`src/rtl/types_pkg.sv`:
```
`default_nettype none
// +----------------------------------------------------------------------+
// | types_pkg                                                            |
// | Shared widths and pipeline record types for the ALU issue path.      |
// | Revision: 1.0                                                        |
// +----------------------------------------------------------------------+
package types_pkg;

    localparam int RS_DEPTH = 8;
    localparam int PREG_W   = 7;
    localparam int AGE_W    = 3;
    localparam int ROB_W    = 5;
    localparam int OPC_W    = 7;
    localparam int IMM_W    = 32;

    typedef struct packed {
        logic [OPC_W-1:0]  opcode;
        logic [PREG_W-1:0] prd;
        logic [PREG_W-1:0] pr1;
        logic              pr1_ready;
        logic [PREG_W-1:0] pr2;
        logic              pr2_ready;
        logic [IMM_W-1:0]  imm;
        logic [ROB_W-1:0]  rob_index;
    } dispatch_pipeline_data;

    typedef struct packed {
        logic              valid;
        logic [OPC_W-1:0]  opcode;
        logic [PREG_W-1:0] prd;
        logic [PREG_W-1:0] pr1;
        logic              pr1_ready;
        logic [PREG_W-1:0] pr2;
        logic              pr2_ready;
        logic [IMM_W-1:0]  imm;
        logic [ROB_W-1:0]  rob_index;
        logic [1:0]        fu;
        logic [AGE_W-1:0]  age;
    } alu_rs_data;

endpackage
`default_nettype wire

```
`src/rtl/rs_age_select.sv`:
```
`default_nettype none
// +----------------------------------------------------------------------+
// | rs_age_select                                                        |
// | Picks the eligible entry with the largest age (the oldest).          |
// | Revision: 1.0                                                        |
// +----------------------------------------------------------------------+
module rs_age_select
    import types_pkg::*;
#(
    parameter int N     = 8,
    parameter int IDX_W = $clog2(N)
) (
    input  logic [N-1:0]            eligible,
    input  logic [N-1:0][AGE_W-1:0] ages,
    output logic [IDX_W-1:0]        grant_idx,
    output logic                    any_grant
);

    logic [AGE_W-1:0] w_best;

    // Ages of valid entries are unique, so strict > never needs a tie-break.
    always_comb begin
        grant_idx = '0;
        any_grant = 1'b0;
        w_best    = '0;
        for (int i = 0; i < N; i++) begin
            if (eligible[i] && (!any_grant || ages[i] > w_best)) begin
                grant_idx = IDX_W'(i);
                w_best    = ages[i];
                any_grant = 1'b1;
            end
        end
    end

endmodule
`default_nettype wire

```
`src/rtl/alu_reservation_station.sv`:
```
`default_nettype none
// +----------------------------------------------------------------------+
// | alu_reservation_station                                              |
// | Age-ordered ALU reservation station with CDB wakeup and bypass.      |
// | Revision: 1.0                                                        |
// +----------------------------------------------------------------------+
module alu_reservation_station
    import types_pkg::*;
#(
    parameter int RS_DEPTH  = 8,
    parameter int CDB_PORTS = 2
) (
    input  logic                                clk,
    input  logic                                reset,
    input  logic                                flush,
    input  logic                                disp_valid,
    input  dispatch_pipeline_data               disp_data,
    output logic                                disp_ready,
    input  logic [CDB_PORTS-1:0]                cdb_valid,
    input  logic [CDB_PORTS-1:0][PREG_W-1:0]    cdb_prd,
    output logic                                issue_valid,
    output alu_rs_data                          issue_data,
    input  logic                                issue_ready,
    output logic [3:0]                          rs_count
);

    localparam int IDX_W = $clog2(RS_DEPTH);

    alu_rs_data                     r_entries [RS_DEPTH];
    logic [3:0]                     r_count;

    logic [RS_DEPTH-1:0]            w_eligible;
    logic [RS_DEPTH-1:0][AGE_W-1:0] w_ages;
    logic [RS_DEPTH-1:0]            w_wake1;
    logic [RS_DEPTH-1:0]            w_wake2;
    logic [IDX_W-1:0]               w_grant_idx;
    logic [IDX_W-1:0]               w_free_idx;
    logic                           w_any_grant;
    logic                           w_disp_fire;
    logic                           w_issue_fire;
    alu_rs_data                     w_new_entry;

    function automatic logic cdb_hit(
        input logic [PREG_W-1:0]                 tag,
        input logic [CDB_PORTS-1:0]              vld,
        input logic [CDB_PORTS-1:0][PREG_W-1:0]  prd
    );
        logic hit;
        hit = 1'b0;
        for (int p = 0; p < CDB_PORTS; p++) begin
            if (vld[p] && prd[p] == tag) begin
                hit = 1'b1;
            end
        end
        return hit;
    endfunction

    always_comb begin
        w_eligible = '0;
        w_ages     = '0;
        w_wake1    = '0;
        w_wake2    = '0;
        w_free_idx = '0;
        for (int i = 0; i < RS_DEPTH; i++) begin
            w_eligible[i] = r_entries[i].valid && r_entries[i].pr1_ready && r_entries[i].pr2_ready;
            w_ages[i]     = r_entries[i].age;
            w_wake1[i]    = r_entries[i].valid && cdb_hit(r_entries[i].pr1, cdb_valid, cdb_prd);
            w_wake2[i]    = r_entries[i].valid && cdb_hit(r_entries[i].pr2, cdb_valid, cdb_prd);
        end
        // Descending scan leaves the lowest free index as the winner.
        for (int i = RS_DEPTH - 1; i >= 0; i--) begin
            if (!r_entries[i].valid) begin
                w_free_idx = IDX_W'(i);
            end
        end
    end

    always_comb begin
        w_new_entry           = '0;
        w_new_entry.valid     = 1'b1;
        w_new_entry.opcode    = disp_data.opcode;
        w_new_entry.prd       = disp_data.prd;
        w_new_entry.pr1       = disp_data.pr1;
        w_new_entry.pr2       = disp_data.pr2;
        w_new_entry.imm       = disp_data.imm;
        w_new_entry.rob_index = disp_data.rob_index;
        w_new_entry.fu        = 2'b00;
        w_new_entry.age       = '0;
        w_new_entry.pr1_ready = disp_data.pr1_ready || (disp_data.pr1 == '0)
                                || cdb_hit(disp_data.pr1, cdb_valid, cdb_prd);
        w_new_entry.pr2_ready = disp_data.pr2_ready || (disp_data.pr2 == '0)
                                || cdb_hit(disp_data.pr2, cdb_valid, cdb_prd);
    end

    rs_age_select #(
        .N     (RS_DEPTH),
        .IDX_W (IDX_W)
    ) u_age_select (
        .eligible  (w_eligible),
        .ages      (w_ages),
        .grant_idx (w_grant_idx),
        .any_grant (w_any_grant)
    );

    // Readiness comes from the count alone so an issue cannot free a slot the same cycle.
    assign disp_ready   = (r_count < 4'(RS_DEPTH));
    assign issue_valid  = w_any_grant && !flush;
    assign issue_data   = r_entries[w_grant_idx];
    assign rs_count     = r_count;
    assign w_disp_fire  = disp_valid && disp_ready && !flush;
    assign w_issue_fire = issue_valid && issue_ready;

    always_ff @(posedge clk) begin
        if (reset) begin
            for (int i = 0; i < RS_DEPTH; i++) begin
                r_entries[i] <= '0;
            end
            r_count <= '0;
        end else if (flush) begin
            for (int i = 0; i < RS_DEPTH; i++) begin
                r_entries[i].valid <= 1'b0;
            end
            r_count <= '0;
        end else begin
            for (int i = 0; i < RS_DEPTH; i++) begin
                if (w_wake1[i]) begin
                    r_entries[i].pr1_ready <= 1'b1;
                end
                if (w_wake2[i]) begin
                    r_entries[i].pr2_ready <= 1'b1;
                end
                if (w_disp_fire) begin
                    if (IDX_W'(i) == w_free_idx) begin
                        r_entries[i] <= w_new_entry;
                    end else if (r_entries[i].valid) begin
                        r_entries[i].age <= r_entries[i].age + 1'b1;
                    end
                end
                if (w_issue_fire && IDX_W'(i) == w_grant_idx) begin
                    r_entries[i].valid <= 1'b0;
                end
            end
            r_count <= r_count + {3'b000, w_disp_fire} - {3'b000, w_issue_fire};
        end
    end

endmodule
`default_nettype wire

```
`config.mk`:
```
export PLATFORM = sky130hd
export DESIGN_NAME = alu_reservation_station
export DESIGN_NICKNAME = d
export VERILOG_FILES = /design/src/rtl/types_pkg.sv /design/src/rtl/rs_age_select.sv /design/src/rtl/alu_reservation_station.sv
export SDC_FILE = /design/constraint.sdc
export NUM_CORES = 1
export LEC_CHECK = 0
export CAP_MARGIN = 20
export CORE_ASPECT_RATIO = 1.1
export CORE_MARGIN = 10
export CORE_UTILIZATION = 35
export CTS_CLUSTER_DIAMETER = 50
export DETAILED_ROUTE_END_ITERATION = 12
export SYNTH_ARGS = -nofsm -noshare
export SYNTH_HDL_FRONTEND = slang
export SYNTH_HIERARCHICAL = 1
export SYNTH_SLANG_ARGS = --single-unit
```
`constraint.sdc`:
```
create_clock -name clk -period 15.88 [get_ports clk]
set_clock_uncertainty 0.1 [all_clocks]
set_input_delay 2.382 -clock clk [delete_from_list [all_inputs] [get_ports clk]]
set_output_delay 2.382 -clock clk [all_outputs]
set_load 0.05 [all_outputs]
```
=== Word-level counts from Yosys, hierarchy flattened ===
Memory sizes are Yosys's and may differ from the RTL's.
Index checks and enable logic that the tools add are counted.

* Memories: 1
* Input bits: 88
* Word-level logic and storage cells: 612
* Output and inout bits: 79
* RAM bits: 568
* Flip-flop bits (word level): 4

{| class="wikitable"
|+ Memories
! memory !! words !! bits a word !! read ports !! clocked after memory_dff !! wr ports !! line !! text
|-
| r_entries || 8 || 71 || 9 || 0 || 8 || alu_reservation_station.sv:29 || <nowiki>alu_rs_data r_entries [RS_DEPTH];</nowiki>
|}

* Reductions and logical operators: 111
* Muxes and demuxes: 343
* Order comparisons: 8
* $add $sub $neg: 10
* Bitwise gates (word level): 88
* Equal/unequal tests: 50

{| class="wikitable"
|+ Operator list
! operator !! count
|-
| two-way mux 40 bit || 8
|-
| two-way mux 1 bit || 290
|-
| == test 7 bit || 36
|-
| two-way mux 21 bit || 8
|-
| bitwise OR 1 bit || 88
|-
| logical AND 1 bit || 87
|-
| two-way mux 3 bit || 27
|-
| two-way mux 7 bit || 8
|-
| adder 3 x 1 -> 3 bit, second input constant || 8
|-
| == test 3 bit, first input constant || 8
|-
| greater-than comparator 3 bit || 7
|-
| zero test 7 bit || 2
|-
| == test 2 x 3 -> 1 bit, first input constant || 4
|-
| logical OR 1 bit || 11
|-
| zero test 1 bit || 8
|-
| == test 1 x 3 -> 1 bit, first input constant || 2
|-
| zero test 3 bit || 2
|-
| adder 4 x 1 -> 4 bit || 1
|-
| < comparator 4 bit, second input constant || 1
|-
| two-way mux 2 bit || 2
|-
| subtractor 4 x 1 -> 4 bit || 1
|-
| OR reduction 2 bit || 1
|}

=== Longest topological paths before layout ===
Gate-level depths: netlist of the first run.
An unclocked memory read counts as a cell.

* Depth in word-level cells: 40
* Depth in mapped cells: 54
* Depth with buffers taken out: 48

=== Cells and area by module ===
The synthesis of the first run kept the hierarchy.

{| class="wikitable"
|+ By module, submodules not included
! module !! instances !! sequential area each (µm²) !! cells each !! area an instance (µm²)
|-
| alu_reservation_station || 1 || 17,126.4 || 2,053 || 29,233.0
|-
| rs_age_select || 1 || 0.0 || 138 || 997.2
|}

=== Worst setup path after synthesis of the first run ===
OpenSTA, ideal clock, no wires.

* Path type: register to output
* Start point: memory r_entries[0][70] in the netlist's numbering
* End point: output issue_data[44] in the netlist's numbering
* Arrival: 10,067 ps
* Buffers on the path: 6
* Cell stages (with the launch flop): 53
* Slack: 3,331 ps
* Required time: 13,398 ps
* Path through: edfxtp_1 > clkbuf_1 > and3_1 > buf_6 > nand2_1 > ha_1 > and3_1 > a21o_1 > a211oi_1 > or2_2 > ha_1 > and3_1 > a21oi_1 > o21a_1 > o31ai_1 > ha_1 > a21oi_1 > a32oi_1 > [17 not listed] > ha_1 > nor2b_1 > o21ai_0 > a32oi_1 > o21ai_1 > buf_2 > nor2_1 > a211o_1 > ha_1 > a21o_1 > a21oi_1 > a31oi_1 > o21ai_0 > a21bo_2 > buf_2 > buf_2 > mux4_2 > mux2_2

{| class="wikitable"
|+ RTL lines
! item !! line !! text
|-
| start, declared || alu_reservation_station.sv:29 ||
|-
| end, declared || alu_reservation_station.sv:22 || <nowiki>output alu_rs_data issue_data,</nowiki>
|}

==> impl_metrics.tcl, run 1 <==
set metrics [dict create \
    first_pass_iters 5 \
    setup_viol 0 \
    rsz0062_at_grt "yes" \
    die_h_um 328 \
    status "completed" \
    numClockSinks 572 \
    setup_ws_ns 0.533 \
    r2r-start "r_entries[0][70]$_DFFE_PP_" \
    max-vdd-ir-drop_uv 88.0 \
    max_cap_violations 0 \
    relSlewSlack_pct 24.2 \
    htreeDepth 3 \
    viasPerCell 5.47 \
    fill_cells 7859 \
    arrival_ns 12.87 \
    dpl-instance-area_sq_um 33100 \
    power_leakage_nw 13.4 \
    setup.worst_path.start_class "flop" \
    finalNetCount 2445 \
    syn_avg_cell_area_sq_um 13.8 \
    cp_max_fo 16 \
    clk_latency_ns 0.62 \
    final_cell_mix "edfxtp_1 (567), and2_1 (468), xnor2_1 (255), mux4_2 (142), clkdlybuf4s50_1 (97)" \
    ys_seq_area_share_pct 56.7 \
    cp_common_cell "ha_1" \
    utilization_pct 42.1 \
    worstMarginPinSlew_ns 1.13 \
    register_area_sq_um 17100 \
    multi_input_area_sq_um 12400 \
    r2r_end "r_entries[3][70]$_SDFFCE_PP0P_" \
    slowest_stage "a21bo_2" \
    cts_buffers 74 \
    first_iter_violations 1976 \
    wl_per_cell_um 26.8 \
    fin_area_sq_um 35800 \
    synth_edf_count 567 \
    synth_cell_type_count 68 \
    num_rows 112 \
    grt_overflow 0 \
    initial_utilization_pct 35.5 \
    post-route-period-util_pct 96.6 \
    hold_viol 0 \
    clockRootBuffer "clkbuf_16" \
    period_needed_ns 15.35 \
    dpl.hpwl_mm 56.1 \
    dieArea_sq_um 98500 \
    total_power_mw 3.89 \
    drt-total-wl_mm 94.3 \
    final_common_cell "edfxtp_1" \
    dr_total_vias 19300 \
    ys.warnings.count 6 \
    grt_start_max_net_pins 78 \
    endpoint "issue_data[20]" \
    die_x_um 300 \
    area_growth_pct 18.6 \
    p_per_area_nw_per_um2 109 \
    grt_pass1_wl_mm 139 \
    clockBufferDepth 3 \
    pin_count 167 \
    synthesis.area_sq_um 30200 \
    place.gp.congestion 0.894 \
    fmax_ghz 0.0652 \
    design.core.area_sq_um 85200 \
    reg2regPathDepth 48 \
    grt_pass1_vias 20700 \
    critPathCaptureType "primary output" \
    io_buffers 164 \
    slew_violations 0 \
    pre_cts_ws_ns 0.271 \
    crit_path_max_incr_delay_ns 0.72 \
    postSynthCellCount 2191 \
    whs_path_depth 2 \
    path_clk_slew_ns 0.06 \
    drc 0 \
    async_reset_ff_share_pct 0 \
    drtAntennaViolNets 0 \
    fin_hold_ws_ns 0.510 \
    synth_seq_cells 572 \
    cts_tree "built" \
    r2r_slack_ns 3.83 \
    antenna_found_initial 9 \
    grt_util_all_layers_pct 18.9 \
    drive_above_1_share_pct 17.7 \
    hp-class "flop to flop" \
    critPathLaunch "r_entries[0][70]$_DFFE_PP_" \
    required_ns 13.40 \
    crit_type "flop to primary output" \
    ys.flop_type "edfxtp_1" \
]
-- flip-flops by register name, indices dropped and copies added, names as in the netlist --
register and count:
r_entries 568, rs_count 4
-- metal layers --
layer | part of all wire (%) | global-route usage [%] | vias up
met5 | 0.055 | 0 | -
met2 | 49 | 31.5 | 839
met4 | 2.4 | 5.48 | 6
li1 | - | - | 8285
met3 | 7.5 | 3.53 | 157
met1 | 41 | 24.7 | 9988
-- area by class of cell --
class | instances | area share (%)
Tap cell | 1140 | 3.98
Timing Repair Buffer | 220 | 6.50
Antenna cell | 2 | 0.0140
Inverter | 34 | 0.384
Clock buffer | 88 | 5.49
Multi-Input combinational cell | 1421 | 34.5
Clock inverter | 45 | 1.36
Sequential cell | 572 | 47.8
-- critical path: cells and delay by family, from the launching register on --
family | cells | cell delay (ns)
buffers and inverters | 2 | 0.78
muxes | 3 | 1.26
DFF | 1 | 0.56
and+or+nand+nor | 10 | 1.86
AOI/OAI and AO/OA | 25 | 5.87
adders and majority gates | 7 | 1.93
-- cell families after synthesis --
| logic type | synth area share [%] |
|---|---|
| fa+ha+maj | 1.43 |
| other cells | 0.0124 |
| xor+xnor | 7.62 |
| simple gates | 15.7 |
| mux | 13.4 |
| buf+inv | 2.84 |
| flops | 56.7 |
| compound gates | 2.32 |
-- synth_stat cells, types with 5 or more instances --
cell      count  area (sq um)
buf_2        61           305
and3_1       85           532
nand3b_1      5          37.5
buf_1         5          18.8
edfxtp_1    567         17000
nand4_1      72           450
and2_1      468          2930
o21ai_0      19          95.1
ha_1         33           413
o21a_1        6          45.0
xnor2_1     255          2230
nor2b_1      10          62.6
mux4_2      142          3200
a21oi_1      17          85.1
clkbuf_1     86           323
nor2_1       77           289
nand2b_1      6          37.5
mux2_2       71           800
inv_1        31           116
nand2_1      43           161
xor2_1        8          70.1
nand3_1      10          50.1
o211ai_1     17           128
dfxtp_1       5           100
clkbuf_2     10          50.1
-- metrics by stage --
stage,instances,setup TNS (ns)
after detailed placement,3380,0
after floorplan,2192,0
after CTS,3514,0
final,3522,0
after global routing,3520,-0.499
after global placement,3380,0
-- how the worst min path moves through the flow --
| stage | start | endpoint | slack, ns |
|---|---|---|---|
| after floorplan | r_entries[0][48]$_DFF_P_ | r_entries[0][48]$_DFF_P_ | 0.46 |
| after global placement | r_entries[2][0]$_SDFFCE_PN0P_ | r_entries[2][0]$_SDFFCE_PN0P_ | 0.51 |
| after detailed placement | rs_count[0]$_SDFF_PP0_ | rs_count[0]$_SDFF_PP0_ | 0.51 |
| after CTS | rs_count[0]$_SDFF_PP0_ | rs_count[0]$_SDFF_PP0_ | 0.52 |
| after global routing | r_entries[2][0]$_SDFFCE_PN0P_ | r_entries[2][0]$_SDFFCE_PN0P_ | 0.55 |
| final | rs_count[0]$_SDFF_PP0_ | rs_count[0]$_SDFF_PP0_ | 0.51 |
-- repair_timing --
action,CTS,global route
setup endpoints to repair,71,71
gates resized for setup,4,72
hold buffers,0,0
gates cloned,1,0
endpoints found under the hold margin,0,0
buffers inserted,0,6
-- power breakdown --
group | switching [mW] | internal [mW]
registers | 0.0382 | 1.72
clock network | 0.674 | 1.01
logic | 0.275 | 0.175
total | 0.987 | 2.91
Note: power is estimated with default switching activity, not from simulation.
==> inputs of run 2 (changes only) <==
--- a/config.mk
+++ b/config.mk
@@ -11,6 +11,8 @@
 export CORE_UTILIZATION = 35
 export CTS_CLUSTER_DIAMETER = 50
 export DETAILED_ROUTE_END_ITERATION = 12
+export GPL_TIMING_DRIVEN = 0
+export HOLD_SLACK_MARGIN = 0.15
 export SYNTH_ARGS = -nofsm -noshare
 export SYNTH_HDL_FRONTEND = slang
 export SYNTH_HIERARCHICAL = 1
==> run 2 against run 1 <==
  * Fmax is 1.8% higher
  * Via count is 2.5% higher
  * Non-clock buffer count is 111 higher
  * Power is 0.41% lower
  * Final area is 0.93% higher
  * Count of clock-buffer cells in the layout is 4 lower
  * Sequential share of layout area is 0.44 points lower
==> impl_metrics.tcl, run 2 (synthesis results as in run 1) <==
set metrics [dict create \
    critPathCaptureType "primary output" \
    initial_utilization_pct 35.5 \
    cts_buffers 72 \
    final_cell_mix "edfxtp_1 (567), and2_1 (468), xnor2_1 (255), mux4_2 (142), and3_1 (85)" \
    comb_power_share_pct 12.1 \
    required_ns 13.40 \
    grt_util_all_layers_pct 20.0 \
    power_frac_seq_pct 45.2 \
    critPathLaunch "r_entries[0][70]$_DFFE_PP_" \
    hp-class "flop to flop" \
    grt_overflow 0 \
    reg2regPathDepth 52 \
    setup.worst_path.start_class "flop" \
    whs_path_depth 2 \
    crit_path_max_incr_delay_ns 0.57 \
    crit_type "flop to primary output" \
    wl_met3_mm 7.41 \
    fin_hold_ws_ns 0.495 \
    dpl.hpwl_mm 69.3 \
    setup_viol 0 \
    numClockSinks 572 \
    grt_pass1_wl_mm 144 \
    max-vdd-ir-drop_uv 74.7 \
    wl_met2_mm 49.4 \
    p_per_area_nw_per_um2 107 \
    holdCritStartpoint "rs_count[0]$_SDFF_PP0_" \
    cp_common_cell "ha_1" \
    htreeDepth 3 \
    relSlewSlack_pct 37.0 \
    path_clk_slew_ns 0.06 \
    dieArea_sq_um 98500 \
    cts_tree "built" \
    largest_register "r_entries" \
    num_rows 112 \
    antenna_found_initial 13 \
    drt-total-wl_mm 100 \
    fin_area_sq_um 36200 \
    final_common_cell "edfxtp_1" \
    dpl-instance-area_sq_um 33500 \
    drc 0 \
    status "completed" \
    fmax_ghz 0.0663 \
    drtAntennaViolNets 0 \
    first_pass_iters 5 \
    wl_per_cell_um 27.6 \
    p_clk_share_pct 42.6 \
    min_to "rs_count[0]$_SDFF_PP0_" \
    grt_pass1_vias 20500 \
    first_iter_violations 1856 \
    p_int_mw 2.88 \
    place.gp.congestion 0.880 \
    die_x_um 300 \
    switching_share_pct 25.6 \
    power_leakage_nw 13.7 \
    grt_start_max_net_pins 46 \
    worstMarginPinSlew_ns 0.943 \
    post-route-period-util_pct 94.9 \
    period_needed_ns 15.08 \
    cp_max_fo 10 \
    power_switching_mw 0.994 \
    area_growth_pct 19.7 \
    r2r-start "r_entries[0][70]$_DFFE_PP_" \
    ctsHoldBuffers 0 \
    clockRootBuffer "clkbuf_16" \
    drive_above_1_share_pct 18.7 \
    viasPerCell 5.45 \
    arrival_ns 12.59 \
    wl_met1_mm 39.8 \
    hold_viol 0 \
    r2r_end "r_entries[6][70]$_SDFFCE_PP0P_" \
    top_layer "met5" \
    clockBufferDepth 3 \
    design.core.area_sq_um 85200 \
    slowest_stage "edfxtp_1" \
    finalNetCount 2553 \
    die_h_um 328 \
    r2r_slack_ns 4.00 \
    io_buffers 147 \
    clk_latency_ns 0.62 \
    max_cap_violations 0 \
    largest_register_ffs 568 \
    dr_total_vias 19800 \
    rsz0062_at_grt "no" \
    pin_count 167 \
    slew_violations 0 \
]
## run 2: per-layer routing
layer	up-vias	GRT usage, %
li1	8527	-
met1	10200	25.0
met2	846	34.3
met3	203	3.68
met4	20	7.20
met5	-	0
## run 2: power groups by stage
stage	clock network, mW	logic (mW)	registers (mW)
finish	1.65	0.470	1.75
global route	1.74	0.496	1.76
detailed placement	0	0.474	1.79
global placement	0	0.458	1.79
CTS	1.67	0.476	1.75
floorplan	0	0.288	1.78
## run 2: what timing repair did
action	CTS	global route
buffers inserted	0	1
setup endpoints to repair	71	71
pin swaps	0	1
gates resized for setup	15	106
## run 2: area by class of cell
| class | instances | area (sq um) |
|---|---|---|
| inverters | 34 | 148 |
| repair buffers | 166 | 2020 |
| clock buffers | 84 | 1870 |
| well taps | 1140 | 1430 |
| plain buffers | 165 | 802 |
| diodes | 4 | 10.0 |
| clock inverters | 43 | 515 |
| fillers | 7890 | 49000 |
| flip-flops and latches | 572 | 17100 |
| multi-input cells | 1420 | 12300 |
## run 2: worst max-delay path, delay by kind of cell, from the launching register on
kind / cells / cell delay, ns
simple gates: 10 / 1.53
compound gates: 25 / 4.84
buf+inv: 8 / 2.10
mux: 3 / 0.87
flops: 1 / 0.57
fa+ha+maj: 7 / 2.00
## run 2: per-stage QoR
| step | util [%] | TNS [ns] | setup slack, ns | power [mW] | std cells |
|---|---|---|---|---|---|
| floorplan | - | 0 | 3.33 | 2.06 | 2192 |
| global placement | 38.9 | 0 | 0.432 | 2.25 | 3479 |
| detailed placement | 39.3 | 0 | 0.225 | 2.26 | 3497 |
| CTS | 42.2 | -2.80 | -0.115 | 3.90 | 3624 |
| global route | 42.4 | 0 | 0.0239 | 3.99 | 3625 |
| finish | 42.5 | 0 | 0.805 | 3.88 | 3628 |
## run 2: worst max-delay path by stage
| stage | end | slack (ns) | cells past startpoint |
|---|---|---|---|
| 2_1_floorplan | issue_data[44] | 3.33 | 52 |
| 3_3_place_gp | issue_data[42] | 0.43 | 53 |
| 3_5_place_dp | issue_data[27] | 0.23 | 53 |
| 4_1_cts | issue_data[48] | -0.11 | 53 |
| 5_1_grt | issue_data[38] | 0.02 | 53 |
| 6_report | issue_data[38] | 0.80 | 53 |
